File: src/rtl/dmem_arb_pkg.sv
// dmem_arb_pkg
//   Shared definitions for the dmem arbiter slice.
//   - PORT_CPU / PORT_MON : requester ids used for grant and read-owner tags.
//   - AW_DEF / DW_DEF     : default address / data widths of dmem.
//   - mem_req_t           : request bundle {we, addr, wdata} at default widths,
//                           for integrators wiring requesters at the default size.
package dmem_arb_pkg;

  localparam logic PORT_CPU = 1'b0;
  localparam logic PORT_MON = 1'b1;

  localparam int AW_DEF = 8;
  localparam int DW_DEF = 16;

  typedef struct packed {
    logic              we;
    logic [AW_DEF-1:0] addr;
    logic [DW_DEF-1:0] wdata;
  } mem_req_t;

endpackage

File: src/rtl/rr_arb2.sv
// rr_arb2
//   Purely combinational 2-way arbiter.
//   Ports:
//     req[1:0]    in   request per port (bit 0 = CPU, bit 1 = monitor)
//     prio_mode   in   1 = port 0 always wins a tie, 0 = alternate on ties
//     last_grant  in   id of the port granted most recently
//     gnt[1:0]    out  one-hot grant (all zero when nobody requests)
module rr_arb2 (
  input  logic [1:0] req,
  input  logic       prio_mode,
  input  logic       last_grant,
  output logic [1:0] gnt
);

  always_comb begin
    gnt = 2'b00;
    case (req)
      2'b01:   gnt = 2'b01;
      2'b10:   gnt = 2'b10;
      // Tie: fixed priority favours port 0, otherwise hand the slot to the
      // port that did not win last time.
      2'b11:   gnt = (prio_mode || last_grant) ? 2'b01 : 2'b10;
      default: gnt = 2'b00;
    endcase
  end

endmodule

File: src/rtl/dmem_arbiter.sv
// dmem_arbiter
//   Shares one single-port synchronous dmem between the PCPU load/store path
//   (port 0) and a monitor/debug master (port 1). At most one access is
//   granted per clock; read data comes back one cycle later to the owner.
//   Ports:
//     clock, reset          system clock; synchronous active-low reset
//     prio_mode             0 = round-robin on ties, 1 = port 0 fixed priority
//     m{0,1}_req/we/addr/wdata   requester access (req held until gnt)
//     m{0,1}_gnt            access accepted this cycle
//     m{0,1}_rvalid/rdata   read return, one cycle after a read grant
//     mem_addr/we/wdata     muxed request towards dmem
//     mem_rdata             dmem read data (registered inside dmem)
module dmem_arbiter
  import dmem_arb_pkg::*;
#(
  parameter int AW = AW_DEF,
  parameter int DW = DW_DEF
) (
  input  logic          clock,
  input  logic          reset,
  input  logic          prio_mode,
  input  logic          m0_req,
  input  logic          m0_we,
  input  logic [AW-1:0] m0_addr,
  input  logic [DW-1:0] m0_wdata,
  output logic          m0_gnt,
  output logic          m0_rvalid,
  output logic [DW-1:0] m0_rdata,
  input  logic          m1_req,
  input  logic          m1_we,
  input  logic [AW-1:0] m1_addr,
  input  logic [DW-1:0] m1_wdata,
  output logic          m1_gnt,
  output logic          m1_rvalid,
  output logic [DW-1:0] m1_rdata,
  output logic [AW-1:0] mem_addr,
  output logic          mem_we,
  output logic [DW-1:0] mem_wdata,
  input  logic [DW-1:0] mem_rdata
);

  logic [1:0]    req_v;
  logic [1:0]    we_v;
  logic [AW-1:0] addr_v  [2];
  logic [DW-1:0] wdata_v [2];
  logic [1:0]    gnt_arb;
  logic [1:0]    gnt_v;
  logic          any_gnt;
  logic          sel;

  logic          last_grant_reg;
  logic          rd_pend_reg;
  logic          rd_owner_reg;

  logic [1:0]    rvalid_v;
  logic [DW-1:0] rdata_v [2];

  assign req_v      = {m1_req, m0_req};
  assign we_v       = {m1_we, m0_we};
  assign addr_v[0]  = m0_addr;
  assign addr_v[1]  = m1_addr;
  assign wdata_v[0] = m0_wdata;
  assign wdata_v[1] = m1_wdata;

  rr_arb2 u_arb (
    .req        (req_v),
    .prio_mode  (prio_mode),
    .last_grant (last_grant_reg),
    .gnt        (gnt_arb)
  );

  // Nothing may reach dmem while reset is held low.
  assign gnt_v   = reset ? gnt_arb : 2'b00;
  assign any_gnt = |gnt_v;
  assign m0_gnt  = gnt_v[0];
  assign m1_gnt  = gnt_v[1];

  // With no grant the selector falls back to port 0, so mem_addr shows the
  // CPU address while idle.
  assign sel       = gnt_v[1] ? PORT_MON : PORT_CPU;
  assign mem_addr  = addr_v[sel];
  assign mem_wdata = wdata_v[sel];
  assign mem_we    = any_gnt & we_v[sel];

  always_ff @(posedge clock) begin
    if (!reset) begin
      last_grant_reg <= PORT_MON;  // port 0 wins the first tie
      rd_pend_reg    <= 1'b0;      // any read in flight is dropped
      rd_owner_reg   <= PORT_CPU;
    end else begin
      rd_pend_reg <= any_gnt & ~we_v[sel];
      if (any_gnt) begin
        last_grant_reg <= sel;
        rd_owner_reg   <= sel;
      end
    end
  end

  // Per-port read return: pass dmem data straight through in the return
  // cycle and keep a copy so rdata holds steady afterwards.
  generate
    for (genvar gi = 0; gi < 2; gi++) begin : g_rd
      localparam logic PORT_ID = (gi != 0);
      logic [DW-1:0] rdata_reg;

      assign rvalid_v[gi] = reset & rd_pend_reg & (rd_owner_reg == PORT_ID);
      assign rdata_v[gi]  = rvalid_v[gi] ? mem_rdata : rdata_reg;

      always_ff @(posedge clock) begin
        if (!reset) begin
          rdata_reg <= '0;
        end else if (rvalid_v[gi]) begin
          rdata_reg <= mem_rdata;
        end
      end
    end
  endgenerate

  assign m0_rvalid = rvalid_v[0];
  assign m1_rvalid = rvalid_v[1];
  assign m0_rdata  = rdata_v[0];
  assign m1_rdata  = rdata_v[1];

endmodule

File: config.mk
export PLATFORM = sky130hd
export DESIGN_NAME = dmem_arbiter
export DESIGN_NICKNAME = d
export VERILOG_FILES = /design/src/rtl/dmem_arb_pkg.sv /design/src/rtl/rr_arb2.sv /design/src/rtl/dmem_arbiter.sv
export SDC_FILE = /design/constraint.sdc
export NUM_CORES = 1
export LEC_CHECK = 0
export BUFFER_PORTS_ARGS = -buffer_cell sky130_fd_sc_hd__buf_2
export CAP_MARGIN = 20
export CORE_UTILIZATION = 39
export DETAILED_ROUTE_END_ITERATION = 10
export GPL_TIMING_DRIVEN = 0
export PLACE_DENSITY_LB_ADDON = 0.15
export SLEW_MARGIN = 20
export SYNTH_ARGS = -nofsm -noshare
export SYNTH_HDL_FRONTEND = slang
export SYNTH_HIERARCHICAL = 1
export SYNTH_SLANG_ARGS = --single-unit
File: constraint.sdc
create_clock -name clock -period 1.4 [get_ports clock]
set_input_delay 0.07 -clock clock [delete_from_list [all_inputs] [get_ports clock]]
set_output_delay 0.07 -clock clock [all_outputs]
set_load 0.005 [all_outputs]
==> flow_metrics.env, run 1 <==
export IMPL_multiInputGateArea_mm2=0.00147
export IMPL_ant_nets=0
export IMPL_syn_num_nets=299
export IMPL_worstMarginPinSlew_ns=0.367
export IMPL_postSynthAreaPerCell_um2=9.32
export IMPL_whs_path_depth=3
export IMPL_antenna_found_initial=0
export IMPL_cts_reportedPaths_clkPinSlew_ns=0.08
export IMPL_syn_to_final_growth_pct=69.7
export IMPL_vias=2192
export IMPL_h_tree_depth=2
export IMPL_yosys_register_bits=35
export IMPL_r2r_start="rd_owner_reg$_SDFFE_PN0P_"
export IMPL_cp_start_kind="flop"
export IMPL_final_util_pct=69.7
export IMPL_initial_core_util_pct=41.1
export IMPL_synth_most_common_cell="nand2_1"
export IMPL_fin_tns_setup_ns=-11.58
export IMPL_yosys_area_top_type="dfxtp_1"
export IMPL_syn_area_mm2=0.00213
export IMPL_die_y_um=75.8
export IMPL_r2r_cells=5
export IMPL_num_nets_final=449
export IMPL_holdPathEnd="g_rd[1].rdata_reg[14]$_SDFF_PN0_"
export IMPL_drt_iter0_drc=91
export IMPL_synth_area_leaders="dfxtp_1 (33%), mux2_4 (13%), nand2_1 (12%)"
export IMPL_relSlewSlack_pct=75.5
export IMPL_drv_slew=0
export IMPL_power_leakage_nw=1.79
export IMPL_post_place_cells=429
export IMPL_globalplace_congestion=0.713
export IMPL_clock_skew_ns=0.00933
export IMPL_cts_tree="built"
export IMPL_wl_per_cell_um=16.1
export IMPL_synth_distinct_cells=23
export IMPL_antennaDiodeCount=0
export IMPL_setup_slack_ns=-0.285
export IMPL_synth_mux_area_share_pct=32.8
export IMPL_fmax_mhz=594
export IMPL_hold_viol_final=0
export IMPL_synth_top_family_by_area="multiplexers"
export IMPL_synth_adder_area_share_pct=0
export IMPL_die_w_um=75.8
export IMPL_track_usage_pct=22.9
export IMPL_dieArea_mm2=0.00575
export IMPL_dp_hpwl_um=4750
export IMPL_r2r_end="g_rd[0].rdata_reg[5]$_SDFF_PN0_"
export IMPL_clock_tree_root_cell="clkbuf_8"
export IMPL_io_pins=132
export IMPL_yosys_area_share_simple_pct=16.7
export IMPL_clock_sinks=35
export IMPL_hold_class="in -> reg"
export IMPL_endpoint_kind="output pin"
export IMPL_synth_top_area_share_pct=33.0
export IMPL_synth_xor_area_share_pct=0
export IMPL_synth_seq_area_share_pct=33.0
export IMPL_numCtsBuffers=5
export IMPL_crit_arrival_ns=1.61
export IMPL_synthFlopType="dfxtp_1"
export IMPL_drv_cap=0
export IMPL_via_per_inst=4.88
export IMPL_regArea_um2=707
export IMPL_synthTopCellsByCount="nand2_1 (67), dfxtp_1 (35), a21boi_0 (31), mux2_1 (19), mux2_2 (19)"
export IMPL_grt_pass1_vias=1943
export IMPL_violations="negative setup slack"
export IMPL_irDropWorstVdd_uv=641
export IMPL_core_mm2=0.00517
export IMPL_grt_max_degree=17
export IMPL_stdcell_count=449
export IMPL_setup_violations=57
export IMPL_async_reset_ff_share_pct=0
export IMPL_detail_route_wirelength_um=7210
export IMPL_cp_max_fo=7
export IMPL_ys_warn_count=6
export IMPL_grt_pass1_wl_um=9400
export IMPL_rsz0062_at_grt="true"
export IMPL_drive_above_1_share_pct=60.4
export IMPL_numPortBuffers=131
export IMPL_postCtsHoldBufs=0
export IMPL_rrSetupSlack_ns=0.11
export IMPL_hp_start="mem_rdata[14]"
export IMPL_postSynthCellCount=228
export IMPL_hold_slack_ns=0.0521
export IMPL_rows=26
export IMPL_clk_latency_ns=0.29
export IMPL_clock_path_buffers=2
export IMPL_status="finished, violations left"
export IMPL_largest_register_ffs=32
export IMPL_cp_data_required_time_ns=1.33
export IMPL_period_minus_slack_ns=1.68
export IMPL_criticalPathCategory="reg -> out"
export IMPL_synth_edf_count=0
export IMPL_drc=0
export IMPL_period_share_pct=120
export IMPL_p_total_w=0.00254
export IMPL_fillers=421
export IMPL_dr_pass1_iters=4
export IMPL_synth_compound_area_share_pct=12.8
export IMPL_power_density_mw_per_mm2=703
export IMPL_grt_ovfl_total=0
## critical path, stage by stage, from the launching register on
cell and delay [ns]:
dfxtp_2 0.33, o21ai_2 0.10, and2_4 0.19, nand2_8 0.09
clkbuf_16 0.17, mux2_1 0.31, buf_2 0.14
## per-stage QoR
stage               instance area (um2)  setup slack (ns)
floorplan                          2130            0.0311
global placement                   2870            -0.247
detailed placement                 2870            -0.255
CTS                                3450            -0.258
global route                       3610            -0.346
finish                             3610            -0.285
## power by group
group          internal [W]  switching [W]
combinational      0.000412       0.000273
sequential          0.00103      0.0000176
clock              0.000449       0.000360
## timing repair
item / 4_1_cts / 5_1_grt
setup endpoints to repair: 71 / 82
cloned: 3 / 1
pin swaps: 3 / 2
gates resized for setup: 66 / 31
buffers inserted: 12 / 2
## cells by family after synthesis
family / after synthesis
flip-flops: 35
buffers and inverters: 18
multiplexers: 56
AO/OA/AOI/OAI: 37
AND/OR/NAND/NOR: 82
## worst max path at each step
stage | from | end | slack, ns | cells after the start
finish | last_grant_reg$_SDFFE_PN1P_ | mem_wdata[7] | -0.28 | 6
global route | last_grant_reg$_SDFFE_PN1P_ | mem_wdata[11] | -0.35 | 6
global placement | last_grant_reg$_SDFFE_PN1P_ | mem_wdata[0] | -0.25 | 6
floorplan | last_grant_reg$_SDFFE_PN1P_ | mem_addr[3] | 0.03 | 5
detailed placement | last_grant_reg$_SDFFE_PN1P_ | mem_wdata[3] | -0.25 | 6
CTS | rd_pend_reg$_SDFF_PN0_ | m0_rdata[13] | -0.26 | 6
## cells in the final DEF, fill, tap and decap left out, types with 2 or more instances in the layout
cell type  synthesis  layout
dfxtp_2            0       2
mux2_2            19      12
mux2_4            18      40
o21a_1             2       2
nor2b_1            3       2
buf_8              0       3
buf_4              2      10
and2_1             4       2
nand2_8            0       3
mux2_1            19       4
inv_1              3       3
clkbuf_8           0       7
buf_16             0       3
buf_2              7      95
clkbuf_1           4       2
and2_4             0       2
nand2_1           67      66
buf_6              2      41
buf_12             0       3
a21boi_0          31      31
dfxtp_1           35      32
## area by class of cell
type	instances	area share [%]
multi-input combinational	175	40.6
timing repair buffer	149	31.6
sequential	35	19.6
clock buffer	8	2.77
buffer	9	2.67
tap	70	2.43
inverter	3	0.312
## layer usage
metal  vias to the layer above  global-route usage, %  share of wire, %
met2                        92                   44.6                54
met5                         -                      0                 0
met4                         0                   7.00               1.7
met1                      1027                   23.8                38
li1                       1067                      -                 -
met3                         6                   5.82               6.6
Note: power is estimated with default switching activity, not from simulation.
==> run 2: changes to the inputs <==
- CORE_UTILIZATION: 39 -> 40
- CTS_BUF_LIST: default -> sky130_fd_sc_hd__clkbuf_4
- GPL_ROUTABILITY_DRIVEN: default -> 1
- SETUP_SLACK_MARGIN: default -> 0.3
==> run 2 against run 1 <==
The run still ends with negative setup slack left; final area up 17%; largest power group unchanged; critical endpoint is now m1_rdata[7]; combinational power up 26%; clock power down 28%; total power down 1.8%; sequential share of layout area down 2.8 points; flip-flop and latch count unchanged; highest routed layer unchanged; global-route usage down 0.17 points; worst setup slack worse by 0.10 ns.
==> flow_metrics.env, run 2 (synthesis results as in run 1) <==
export IMPL_violations="negative setup slack"
export IMPL_fmax_mhz=560
export IMPL_h_tree_depth=2
export IMPL_ant_nets=0
export IMPL_cp_start_kind="flop"
export IMPL_power_leakage_nw=2.11
export IMPL_clock_skew_ns=0.00828
export IMPL_hold_slack_ns=0.0409
export IMPL_globalplace_congestion=0.697
export IMPL_cts_reportedPaths_clkPinSlew_ns=0.11
export IMPL_clock_tree_root_cell="clkbuf_4"
export IMPL_io_pins=132
export IMPL_antenna_found_initial=0
export IMPL_rows=26
export IMPL_crit_family="buffers and inverters"
export IMPL_internal_power_w=0.00178
export IMPL_cts_tree="built"
export IMPL_worstMarginPinSlew_ns=0.395
export IMPL_dr_pass1_iters=4
export IMPL_numPortBuffers=131
export IMPL_p_seq_share_pct=42.1
export IMPL_rsz0062_at_grt="true"
export IMPL_detail_route_wirelength_um=7560
export IMPL_stdcell_count=482
export IMPL_power_density_mw_per_mm2=593
export IMPL_dieArea_mm2=0.00561
export IMPL_grt_pass1_wl_um=9380
export IMPL_relSlewSlack_pct=73.7
export IMPL_crit_chain="and2_4, buf_6, nand2_8, clkbuf_16, mux2_4, buf_6"
export IMPL_critPathBufInv=3
export IMPL_drive_above_1_share_pct=72.3
export IMPL_period_minus_slack_ns=1.79
export IMPL_clock_sinks=35
export IMPL_slowest_stage="dfxtp_2"
export IMPL_period_share_pct=128
export IMPL_dp_hpwl_um=4230
export IMPL_fin_tns_setup_ns=-19.16
export IMPL_crit_arrival_ns=1.72
export IMPL_setup_slack_ns=-0.387
export IMPL_fin_area_mm2=0.00420
export IMPL_initial_core_util_pct=41.6
export IMPL_setup_violations=62
export IMPL_irDropWorstVdd_uv=608
export IMPL_slowest_delay_ns=0.39
export IMPL_drv_slew=0
export IMPL_critPathMostFrequentCell="buf_6"
export IMPL_cp_data_required_time_ns=1.33
export IMPL_vias=2370
export IMPL_p_sw_w=0.000712
export IMPL_clock_path_buffers=2
export IMPL_drc=0
export IMPL_hold_viol_final=0
export IMPL_drv_cap=0
export IMPL_endpoint_kind="output pin"
export IMPL_grt_max_degree=12
export IMPL_wl_per_cell_um=15.7
export IMPL_clk_latency_ns=0.36
export IMPL_comb_power_share_pct=34.5
export IMPL_syn_to_final_growth_pct=97.8
export IMPL_final_common_cell="buf_2"
export IMPL_core_mm2=0.00511
export IMPL_post_place_cells=429
export IMPL_track_usage_pct=22.8
export IMPL_hold_class="in -> reg"
export IMPL_switching_share_pct=28.6
export IMPL_antennaDiodeCount=0
export IMPL_via_per_inst=4.92
export IMPL_fillers=302
export IMPL_largest_register_ffs=32
export IMPL_grt_ovfl_total=0
export IMPL_grt_pass1_vias=1951
export IMPL_final_cell_mix="buf_2 (87), buf_6 (59), mux2_4 (45)"
export IMPL_status="finished, violations left"
export IMPL_numCtsBuffers=5
export IMPL_drt_iter0_drc=72
export IMPL_die_w_um=74.9
export IMPL_cp_max_fo=9
export IMPL_p_total_w=0.00249
export IMPL_die_y_um=74.9
export IMPL_num_nets_final=482
export IMPL_dpl_cell_area_mm2=0.00299
export IMPL_criticalPathCategory="reg -> out"
export IMPL_p_clk_share_pct=23.4
## run 2: cell count changes in the layout (fill, tap and decap cells not counted), sizes merged
cell / previous run / this run
dlygate4sd3: 0 / 17
buf: 155 / 169
clkinv: 0 / 2
clkinvlp: 0 / 1
inv: 3 / 2
## run 2: path summary, 6_finish.rpt
check	slack (ns)	start	cells after the start	end
setup / recovery	-0.39	rd_owner_reg$_SDFFE_PN0P_	6	m1_rdata[7]
hold / removal	0.04	m0_we	3	rd_pend_reg$_SDFF_PN0_
setup reg to reg	-0.08	last_grant_reg$_SDFFE_PN1P_	9	rd_pend_reg$_SDFF_PN0_
hold reg to reg	0.46	g_rd[1].rdata_reg[2]$_SDFF_PN0_	2	g_rd[1].rdata_reg[2]$_SDFF_PN0_
## run 2: power by group through the flow
stage          Combinational [W]  Clock (W)  Sequential [W]
2_1_floorplan           0.000277          0         0.00106
3_3_place_gp            0.000512          0         0.00107
3_5_place_dp            0.000521          0         0.00107
4_1_cts                 0.000731   0.000588         0.00105
5_1_grt                 0.000919   0.000625         0.00105
6_report                0.000860   0.000583         0.00105
## run 2: routing by layer
| layer | global-route usage, % | vias up | part of all wire [%] |
|---|---|---|---|
| met2 | 38.7 | 60 | 54 |
| met3 | 5.22 | 7 | 3.1 |
| met5 | 0 | - | 0 |
| met1 | 29.2 | 1159 | 42 |
| met4 | 5.66 | 0 | 1.0 |
| li1 | - | 1144 | - |
## run 2: metrics by stage
stage	setup WS (ns)	util, %
2_1_floorplan	0.200	-
3_3_place_gp	-0.0328	58.5
3_5_place_dp	-0.0454	58.5
4_1_cts	-0.344	72.9
5_1_grt	-0.439	82.3
6_report	-0.387	82.3
## run 2: layout make-up
| class | count | area [um2] | share of cell area (%) |
|---|---|---|---|
| repair buffers | 176 | 1460 | 34.8 |
| flip-flops and latches | 35 | 704 | 16.8 |
| plain buffers | 15 | 198 | 4.70 |
| clock inverters | 2 | 12.5 | 0.298 |
| clock buffers | 6 | 45.0 | 1.07 |
| well taps | 70 | 87.6 | 2.08 |
| multi-input cells | 175 | 1680 | 39.9 |
| inverters | 3 | 16.3 | 0.387 |
## run 2: worst register-to-register path, cell delays in order (launching register included)
cell and delay (ns):
dfxtp_2 0.35, buf_4 0.13, buf_6 0.11, nor2_4 0.07
a21boi_2 0.07, buf_4 0.13, buf_6 0.11, buf_6 0.11
nor3b_2 0.14, o21a_1 0.16
## run 2: what timing repair did
| action | 4_1_cts | 5_1_grt |
|---|---|---|
| cloned | 2 | 2 |
| hold endpoints to repair | 31 | 1 |
| hold buffers | 16 | 1 |
| endpoints found under the setup margin | 82 | 96 |
| resized for setup | 82 | 113 |
| setup buffers | 14 | 10 |
| pin swaps | 3 | 11 |
==> run 3: changes to the inputs <==
- MAX_ROUTING_LAYER: default -> met4
==> run 3 against run 2 <==
The flow still finishes with violations (negative setup slack); via count decreased by 0.34%; maximum frequency up 0.16%; count of clock-buffer cells in the layout is the same; worst setup slack improved by 0.0029 ns; critical path depth did not move; core utilization stayed put; die area is the same; clock power is essentially flat; sequential share of layout area unchanged; largest cell class unchanged; highest routed layer unchanged.
==> flow_metrics.env, run 3 (synthesis results as in run 1) <==
export IMPL_criticalPathCategory="reg -> out"
export IMPL_track_usage_pct=23.5
export IMPL_crit_arrival_ns=1.71
export IMPL_numCtsBuffers=5
export IMPL_setup_slack_ns=-0.384
export IMPL_grt_pass1_wl_um=9380
export IMPL_drc=0
export IMPL_clock_skew_ns=0.00701
export IMPL_fillers=302
export IMPL_relSlewSlack_pct=73.2
export IMPL_rows=26
export IMPL_antenna_found_initial=0
export IMPL_status="finished, violations left"
export IMPL_detail_route_wirelength_um=7550
export IMPL_drv_cap=0
export IMPL_die_w_um=74.9
export IMPL_fin_tns_setup_ns=-18.92
export IMPL_clock_tree_root_cell="clkbuf_4"
export IMPL_violations="negative setup slack"
export IMPL_vias=2362
export IMPL_p_sw_w=0.000710
export IMPL_comb_power_share_pct=34.5
export IMPL_drive_above_1_share_pct=72.3
export IMPL_h_tree_depth=2
export IMPL_syn_to_final_growth_pct=97.8
export IMPL_drv_slew=0
export IMPL_endpoint_kind="output pin"
export IMPL_period_minus_slack_ns=1.78
export IMPL_worstMarginPinSlew_ns=0.401
export IMPL_hold_viol_final=0
export IMPL_internal_power_w=0.00178
export IMPL_clock_path_buffers=2
export IMPL_final_cell_mix="buf_2 (87), buf_6 (59), mux2_4 (45)"
export IMPL_cts_reportedPaths_clkPinSlew_ns=0.11
export IMPL_io_pins=132
export IMPL_regArea_um2=704
export IMPL_grt_max_degree=12
export IMPL_clk_latency_ns=0.35
export IMPL_clock_sinks=35
export IMPL_drt_iter0_drc=68
export IMPL_globalplace_congestion=0.705
export IMPL_p_total_w=0.00249
export IMPL_rsz0062_at_grt="true"
export IMPL_wl_per_cell_um=15.7
export IMPL_period_share_pct=127
export IMPL_fmax_mhz=561
export IMPL_ant_nets=0
export IMPL_num_nets_final=482
export IMPL_p_seq_share_pct=42.1
export IMPL_final_common_cell="buf_2"
export IMPL_irDropWorstVdd_uv=613
export IMPL_numPortBuffers=131
export IMPL_setup_violations=62
export IMPL_p_clk_share_pct=23.4
export IMPL_multiInputGateArea_mm2=0.00168
export IMPL_dp_hpwl_um=4230
export IMPL_cp_max_fo=9
export IMPL_cp_data_required_time_ns=1.33
export IMPL_initial_core_util_pct=41.6
export IMPL_switching_share_pct=28.5
export IMPL_cts_tree="built"
export IMPL_dr_pass1_iters=6
export IMPL_cp_start_kind="flop"
export IMPL_hold_class="in -> reg"
export IMPL_grt_ovfl_total=0
export IMPL_final_util_pct=82.3
export IMPL_antennaDiodeCount=0
export IMPL_via_per_inst=4.90
export IMPL_pre_cts_ws_ns=-0.0454
export IMPL_grt_pass1_vias=1949
export IMPL_dieArea_mm2=0.00561
export IMPL_power_leakage_nw=2.11
export IMPL_power_density_mw_per_mm2=592
export IMPL_largest_register_ffs=32
export IMPL_core_mm2=0.00511
export IMPL_die_y_um=74.9
-- run 3: cell counts in the layout (fill, tap and decap cells not counted) --
No cell type changed its count.
-- run 3: power groups by stage --
stage | logic (W) | clock network [W] | registers, W
after global placement | 0.000512 | 0 | 0.00107
after global routing | 0.000919 | 0.000622 | 0.00105
final | 0.000860 | 0.000582 | 0.00105
after detailed placement | 0.000521 | 0 | 0.00107
after CTS | 0.000731 | 0.000588 | 0.00105
after floorplan | 0.000277 | 0 | 0.00106
-- run 3: through the flow --
stage	area, um2	hold slack (ns)	cells
floorplan	2250	0.205	228
global placement	2990	0.343	429
detailed placement	2990	0.348	429
CTS	3720	0.000463	469
global route	4200	0.0522	482
finish	4200	0.0446	482
-- run 3: cell type report --
| cell class | count | area share (%) |
|---|---|---|
| Clock inverter | 2 | 0.298 |
| Clock buffer | 6 | 1.07 |
| Buffer | 15 | 4.70 |
| Timing Repair Buffer | 176 | 34.8 |
| Sequential cell | 35 | 16.8 |
| Tap cell | 70 | 2.08 |
| Inverter | 3 | 0.387 |
| Multi-Input combinational cell | 175 | 39.9 |
-- run 3: repair_timing --
item | 4_1_cts | 5_1_grt
gates cloned | 2 | 2
pin swaps | 3 | 11
setup buffers | 14 | 10
hold buffers | 16 | 1
resized for setup | 82 | 113
endpoints found under the hold margin | 31 | 1
setup endpoints to repair | 82 | 96
-- run 3: worst max-delay path, stage by stage, from the launching register on --
cell,delay [ns]
dfxtp_2,0.39
and2_4,0.15
buf_6,0.12
nand2_8,0.09
clkbuf_16,0.19
mux2_4,0.31
buf_6,0.12
-- run 3: path summary, 6_finish.rpt --
kind,endpoint,slack (ns),start,depth (start not counted)
max,m1_rdata[11],-0.38,rd_owner_reg$_SDFFE_PN0P_,6
min reg2reg,g_rd[1].rdata_reg[5]$_SDFF_PN0_,0.46,g_rd[1].rdata_reg[5]$_SDFF_PN0_,2
max reg2reg,rd_pend_reg$_SDFF_PN0_,-0.09,last_grant_reg$_SDFFE_PN1P_,9
min,rd_pend_reg$_SDFF_PN0_,0.04,m0_we,3
-- run 3: routing by layer --
metal / global-route usage (%) / wire (um) / up-vias
met5: - / 0 / -
met4: 5.66 / 119 / 0
met3: 5.22 / 220 / 13
met2: 38.7 / 4010 / 61
met1: 29.2 / 3200 / 1148
li1: - / - / 1140
